--- config.mk ---
export PLATFORM = sky130hd
export DESIGN_NAME = decoder_sweep
export DESIGN_NICKNAME = d
export VERILOG_FILES = /design/src/rtl/decoder_sweep_pkg.sv /design/src/rtl/decoder_sweep_misr.sv /design/src/rtl/decoder_sweep.sv
export SDC_FILE = /design/constraint.sdc
export NUM_CORES = 1
export LEC_CHECK = 0
export ABC_AREA = 1
export CAP_MARGIN = 30
export CORE_ASPECT_RATIO = 1.25
export CORE_UTILIZATION = 47
export CTS_CLUSTER_SIZE = 24
export DETAILED_ROUTE_END_ITERATION = 6
export PLACE_DENSITY = 0.88
export SLEW_MARGIN = 40
export SYNTH_ARGS = -nofsm -noshare
export SYNTH_HDL_FRONTEND = slang
export SYNTH_SLANG_ARGS = --single-unit
--- constraint.sdc ---
create_clock -name CLK -period 2.35 [get_ports CLK]
set_input_delay 0.235 -clock CLK [delete_from_list [all_inputs] [get_ports CLK]]
set_output_delay 0.235 -clock CLK [all_outputs]
set_load 0.02 [all_outputs]
--- src/rtl/decoder_sweep_pkg.sv ---
// Shared types and MISR arithmetic for the SM83 decoder opcode-sweep engine.
package decoder_sweep_pkg;

  localparam int unsigned SIG_W = 32;
  localparam logic [SIG_W-1:0] POLY = 32'h04C11DB7;
  localparam logic [SIG_W-1:0] SEED = 32'hFFFFFFFF;

  typedef enum logic [2:0] {
    StIdle,
    StDrive,
    StWait,
    StSample,
    StEmit,
    StDone
  } state_t;

  function automatic logic [SIG_W-1:0] misr_step(input logic [SIG_W-1:0] s,
                                                 input logic [SIG_W-1:0] v);
    return {s[SIG_W-2:0], 1'b0} ^ (s[SIG_W-1] ? POLY : '0) ^ v;
  endfunction

endpackage

--- src/rtl/decoder_sweep_misr.sv ---
// 32-bit MISR with synchronous clear to SEED; a DW-bit input is XOR-folded to 32 bits per step.
module sweep_misr
  import decoder_sweep_pkg::*;
#(
  parameter int unsigned DW = 32
) (
  input  logic             CLK,
  input  logic             nRESET,
  input  logic             clr,
  input  logic             en,
  input  logic [DW-1:0]    din,
  output logic [SIG_W-1:0] sig
);

  localparam int unsigned NCHUNK = (DW + SIG_W - 1) / SIG_W;

  logic [NCHUNK*SIG_W-1:0] padded;
  logic [SIG_W-1:0]        folded;
  logic [SIG_W-1:0]        sig_q;

  always_comb begin
    padded         = '0;
    padded[DW-1:0] = din;
    folded         = '0;
    for (int i = 0; i < int'(NCHUNK); i++) begin
      folded = folded ^ padded[i*SIG_W +: SIG_W];
    end
  end

  always_ff @(posedge CLK or negedge nRESET) begin
    if (!nRESET) begin
      sig_q <= '0;
    end else if (clr) begin
      sig_q <= SEED;
    end else if (en) begin
      sig_q <= misr_step(sig_q, folded);
    end
  end

  assign sig = sig_q;

endmodule

--- src/rtl/decoder_sweep.sv ---
// Opcode-sweep engine: drives Decoder1/2/3 inputs over an opcode range and every phase,
// compacting decoder outputs into per-opcode and whole-run MISR signatures.
module decoder_sweep
  import decoder_sweep_pkg::*;
#(
  parameter logic [7:0]  FIRST  = 8'h00,
  parameter logic [7:0]  LAST   = 8'hFF,
  parameter int unsigned PH_W   = 2,
  parameter int unsigned SETTLE = 1,
  parameter int unsigned DW     = 217
) (
  input  logic             CLK,
  input  logic             nRESET,
  input  logic             start,
  input  logic             cb,
  input  logic             seq_a3,
  output logic [7:0]       ir,
  output logic [25:0]      a,
  input  logic [DW-1:0]    dec,
  output logic             rec_valid,
  input  logic             rec_ready,
  output logic [7:0]       rec_ir,
  output logic [SIG_W-1:0] rec_sig,
  output logic             busy,
  output logic             done,
  output logic [SIG_W-1:0] run_sig
);

  localparam int unsigned       WCNT_W    = (SETTLE > 1) ? $clog2(SETTLE) : 1;
  localparam logic [PH_W-1:0]   PH_MAX    = '1;
  localparam logic [WCNT_W-1:0] WCNT_INIT = WCNT_W'(SETTLE - 1);

  state_t            state_q, state_d;
  logic [7:0]        ir_q, ir_d;
  logic [PH_W-1:0]   phase_q, phase_d;
  logic [WCNT_W-1:0] wcnt_q, wcnt_d;
  logic              cb_q, cb_d, a3_q, a3_d;
  logic              sig_clr, sig_en, run_clr, run_en;
  logic [SIG_W-1:0]  op_sig, run_acc;
  logic [2:0]        ph3;
  logic [25:0]       tbits;

  always_comb begin
    state_d = state_q;
    ir_d    = ir_q;
    phase_d = phase_q;
    wcnt_d  = wcnt_q;
    cb_d    = cb_q;
    a3_d    = a3_q;
    sig_clr = 1'b0;
    sig_en  = 1'b0;
    run_clr = 1'b0;
    run_en  = 1'b0;
    unique case (state_q)
      StIdle: begin
        ir_d    = FIRST;
        phase_d = '0;
        if (start) begin
          cb_d    = cb;
          a3_d    = seq_a3;
          sig_clr = 1'b1;
          run_clr = 1'b1;
          state_d = StDrive;
        end
      end
      StDrive: begin
        if (SETTLE > 1) begin
          wcnt_d  = WCNT_INIT;
          state_d = StWait;
        end else begin
          state_d = StSample;
        end
      end
      StWait: begin
        wcnt_d = wcnt_q - WCNT_W'(1);
        if (wcnt_q == WCNT_W'(1)) state_d = StSample;
      end
      StSample: begin
        sig_en = 1'b1;
        if (phase_q != PH_MAX) begin
          phase_d = phase_q + PH_W'(1);
          state_d = StDrive;
        end else begin
          state_d = StEmit;
        end
      end
      StEmit: begin
        if (rec_ready) begin
          run_en = 1'b1;
          if (ir_q == LAST) begin
            state_d = StDone;
          end else begin
            ir_d    = ir_q + 8'd1;
            phase_d = '0;
            sig_clr = 1'b1;
            state_d = StDrive;
          end
        end
      end
      StDone: begin
        // Return to IDLE already presenting FIRST so the idle outputs match reset.
        if (!start) begin
          ir_d    = FIRST;
          phase_d = '0;
          state_d = StIdle;
        end
      end
      default: state_d = StIdle;
    endcase
  end

  always_ff @(posedge CLK or negedge nRESET) begin
    if (!nRESET) begin
      state_q <= StIdle;
      ir_q    <= FIRST;
      phase_q <= '0;
      wcnt_q  <= '0;
      cb_q    <= 1'b0;
      a3_q    <= 1'b0;
    end else begin
      state_q <= state_d;
      ir_q    <= ir_d;
      phase_q <= phase_d;
      wcnt_q  <= wcnt_d;
      cb_q    <= cb_d;
      a3_q    <= a3_d;
    end
  end

  sweep_misr #(
    .DW(DW)
  ) u_op_misr (
    .CLK   (CLK),
    .nRESET(nRESET),
    .clr   (sig_clr),
    .en    (sig_en),
    .din   (dec),
    .sig   (op_sig)
  );

  sweep_misr #(
    .DW(SIG_W)
  ) u_run_misr (
    .CLK   (CLK),
    .nRESET(nRESET),
    .clr   (run_clr),
    .en    (run_en),
    .din   (op_sig),
    .sig   (run_acc)
  );

  assign ph3 = 3'(phase_q);

  always_comb begin
    tbits    = '0;
    tbits[1] = cb_q;
    tbits[3] = a3_q;
    for (int i = 0; i < 8; i++) tbits[5 + 2*i] = ir_q[7 - i];
    for (int i = 0; i < 3; i++) tbits[20 + 2*i] = ph3[i];
  end

  // Below a[20] the odd line is true and the even line its complement; above, the reverse.
  always_comb begin
    a = tbits;
    for (int k = 0; k < 20; k += 2) a[k] = ~tbits[k + 1];
    for (int k = 21; k < 26; k += 2) a[k] = ~tbits[k - 1];
  end

  assign ir        = ir_q;
  assign rec_valid = (state_q == StEmit);
  assign rec_ir    = rec_valid ? ir_q : 8'h00;
  assign rec_sig   = rec_valid ? op_sig : '0;
  assign busy      = (state_q != StIdle) && (state_q != StDone);
  assign done      = (state_q == StDone);
  assign run_sig   = run_acc;

endmodule

==> metrics.md <==
| Metric | Value |
|---|---|
| Run status | complete, but fails checks |
| Failing checks | design-rule violations |
| Post-synth net total | 1,478 |
| Fin crit share | 0.912 |
| Power after layout | 0.00972 W |
| Setup violators final | 0 |
| Req. time, crit path | 2120 ps |
| CTS sink cnt | 80 |
| Synth async-reset ratio | 1.00 |
| Initial antenna violation count | 0 |
| Post-route minimum period | 2140 ps |
| Diode count | 0 |
| Placed cell area | 11,100 um2 |
| Gr ovfl total | 0 |
| Clock buffer depth | 2 |
| Crit-path max cell delay | 430 ps |
| DRC Markers | 1 |
| Routed wire length | 22,400 um |
| Worst-path cell chain | inv_2, nand2_2, nor2_8, inv_2, buf_4, nor2_1, dlygate4sd2_1 |
| GRT Overall Usage | 0.260 |
| Slowest cell on crit path | dfrtp_1 |
| Setup TNS | 0 ps |
| Buffers added on ports | 329 |
| Placer Congestion | 0.834 |
| Clk network pwr share | 0.129 |
| Pins Over Slew Limit | 0 |
| WL/cell | 12.6 um |
| Crit-path leading delay family | buffers and inverters |
| Hold WC Path Type | input pin to async pin |
| CP Class | flop to output port |
| Most frequent CP cell | inv_2 |
| Io pins | 332 |
| Commonest non-fill, non-tap cells in the layout | nand2_1, clkdlybuf4s50_1, inv_1 |
| Pin count of the biggest net entering global routing | 46 |
| CP Max Fanout | 19 |
| Post-synth top flop | dfrtp_1 |
| Internal power | 0.00527 W |
| Post-DRT Antenna Nets | 0 |
| Switch share | 0.459 |
| Mapped cell area | 7650 um2 |
| Core area | 15,800 um2 |
| Post-synth EDFFs | 0 |
| Maximum clock rate | 0.467 GHz |
| Yosys cell types | 36 |
| Peak supply drop | 0.425 mV |
| Worst EP arrival | 1910 ps |
| Skew final | 6.38 ps |
| Hpwl dp | 18,400 um |
| Combinational fraction of design power | 0.601 |
| Hold Vio Cnt, Final | 0 |
| Ratio of cells with drive above 1 in the final layout | 0.0299 |
| CTS tree | done |
| # nets final | 1,796 |
| H-tree depth | 3 |
| Initial Util | 0.485 |
| Initial DRT Pass Iterations | 7 |
| Crit end category | output port |
| CTS buffer count | 9 |
| Vias in the first global route | 7,800 |
| Die Area | 16,800 um2 |
| Reg clk slew, reported paths | 60 ps |
| Worst-Skew Late Latency | 330 ps |
| Leak pwr | 6.33 nW |
| Sequential area share after synthesis | 0.262 |
| Reg2Reg Depth | 10 |
| Cells after Synth | 1,253 |
| Switching power | 0.00446 W |
| Die height | 145 um |
| Type of origin of the critical path | flop |
| Most common cell after layout, fill and taps aside | nand2_1 |
| CP Buf/Inv Count | 4 |
| Iteration-0 DRC Markers | 271 |
| Root cell of the clock tree | clkbuf_16 |
| Rows | 51 |
| Area grow syn2layout | 48.6% |
| Mapped Avg Cell Area | 6.11 um2 |
| Seq pwr share | 0.270 |
| RSZ-0062 raised after global routing | no |
| Die W | 116 um |
| Final core occ | 0.721 |
| Max-Cap Viols | 0 |
| Total number of vias | 8,419 |
| Yosys warns | 0 |
| Vias per cell | 4.72 |
| Flops & latches, synth | 80 |
| Postcts setup bufs | 0 |
| First-pass GRT wire length | 33,900 um |
| Power per cell area | 856 nW/um2 |
| Worst path depth | 7 |
| Fin area | 11,400 um2 |
## registers in the layout, summed over array words and instances, names as in the netlist
name,cells
wcnt_q,1
ir,8
phase_q,2
cb_q,1
state_q,3
u_run_misr.sig,32
a3_q,1
u_op_misr.sig,32
## power groups by stage
| stage | sequential (W) | combinational (W) | clock, W |
|---|---|---|---|
| finish | 0.00262 | 0.00584 | 0.00126 |
| global route | 0.00271 | 0.00646 | 0.00133 |
| CTS | 0.00261 | 0.00589 | 0.00128 |
| detailed placement | 0.00263 | 0.00586 | 0 |
| global placement | 0.00260 | 0.00567 | 0 |
| floorplan | 0.00281 | 0.00352 | 0 |
## cells by family (layout without fill, tap and decap cells)
kind of cell / after synthesis / after routing / synth area share
XOR/XNOR: 151 / 151 / 0.173
flip-flops: 80 / 80 / 0.262
AO/OA/AOI/OAI: 73 / 73 / 0.0536
buffers and inverters: 278 / 598 / 0.146
adder cells (fa/ha/maj): 2 / 2 / 0.00327
AND/OR/NAND/NOR: 667 / 667 / 0.362
other: 2 / 2 / 0.000982
## path summary, 6_finish.rpt
path,slack [ps],endpoint,from
worst min-delay path,420,u_op_misr.sig[27],nRESET
worst max-delay path,210,rec_sig[22],state_q[1]
worst min register to register,480,wcnt_q,wcnt_q
max in group asynchronous,1290,state_q[2],nRESET
min in group CLK,480,wcnt_q,wcnt_q
worst max register to register,280,u_op_misr.sig[7],ir[0]
## final cells by class
class,instances,area (um2)
Timing Repair Buffer,339,3380
Fill cell,1286,4400
Clock buffer,12,256
Clock inverter,1,5.00
Tap cell,212,265
Multi-Input combinational cell,895,4530
Inverter,246,926
Sequential cell,80,2000
## per-stage QoR
step | worst slack [ps] | cells | hold WS (ps)
5_1_grt | 132 | 1785 | 481
6_report | 207 | 1785 | 424
2_1_floorplan | 634 | 1253 | -60.6
4_1_cts | 2.05 | 1785 | 444
3_3_place_gp | 348 | 1771 | 238
3_5_place_dp | 286 | 1771 | 236
## repair_timing
item                                    CTS  global route
hold buffers                              1             0
resized for setup                        29            12
hold endpoints to repair                 35             0
endpoints found under the setup margin   33            12
## cell usage after synthesis, types with 2 or more instances
cell | instances | share of area
o32a_1 | 7 | 0.0092
nor2_1 | 100 | 0.049
clkbuf_1 | 10 | 0.0049
nor3_1 | 3 | 0.0020
inv_1 | 239 | 0.12
inv_2 | 6 | 0.0029
or2_2 | 5 | 0.0041
nand4_1 | 2 | 0.0016
dfrtp_1 | 80 | 0.26
buf_2 | 7 | 0.0046
nand2_2 | 5 | 0.0041
nand3b_1 | 3 | 0.0029
buf_4 | 12 | 0.012
nor2_4 | 2 | 0.0029
buf_6 | 2 | 0.0029
o21ai_1 | 6 | 0.0039
conb_1 | 2 | 0.00098
a21oi_1 | 33 | 0.022
o21ai_0 | 22 | 0.014
xnor2_1 | 83 | 0.095
a31oi_1 | 3 | 0.0025
nand3_1 | 83 | 0.054
xor2_1 | 68 | 0.078
nand2_1 | 438 | 0.21
ha_1 | 2 | 0.0033
nand2b_1 | 20 | 0.016
## metal layers
metal	GRT usage	routed length, um
met3	0.0448	1270
met1	0.252	8150
met2	0.529	12400
met4	0.103	581
met5	0	0
Note: power is estimated with default switching activity, not from simulation.
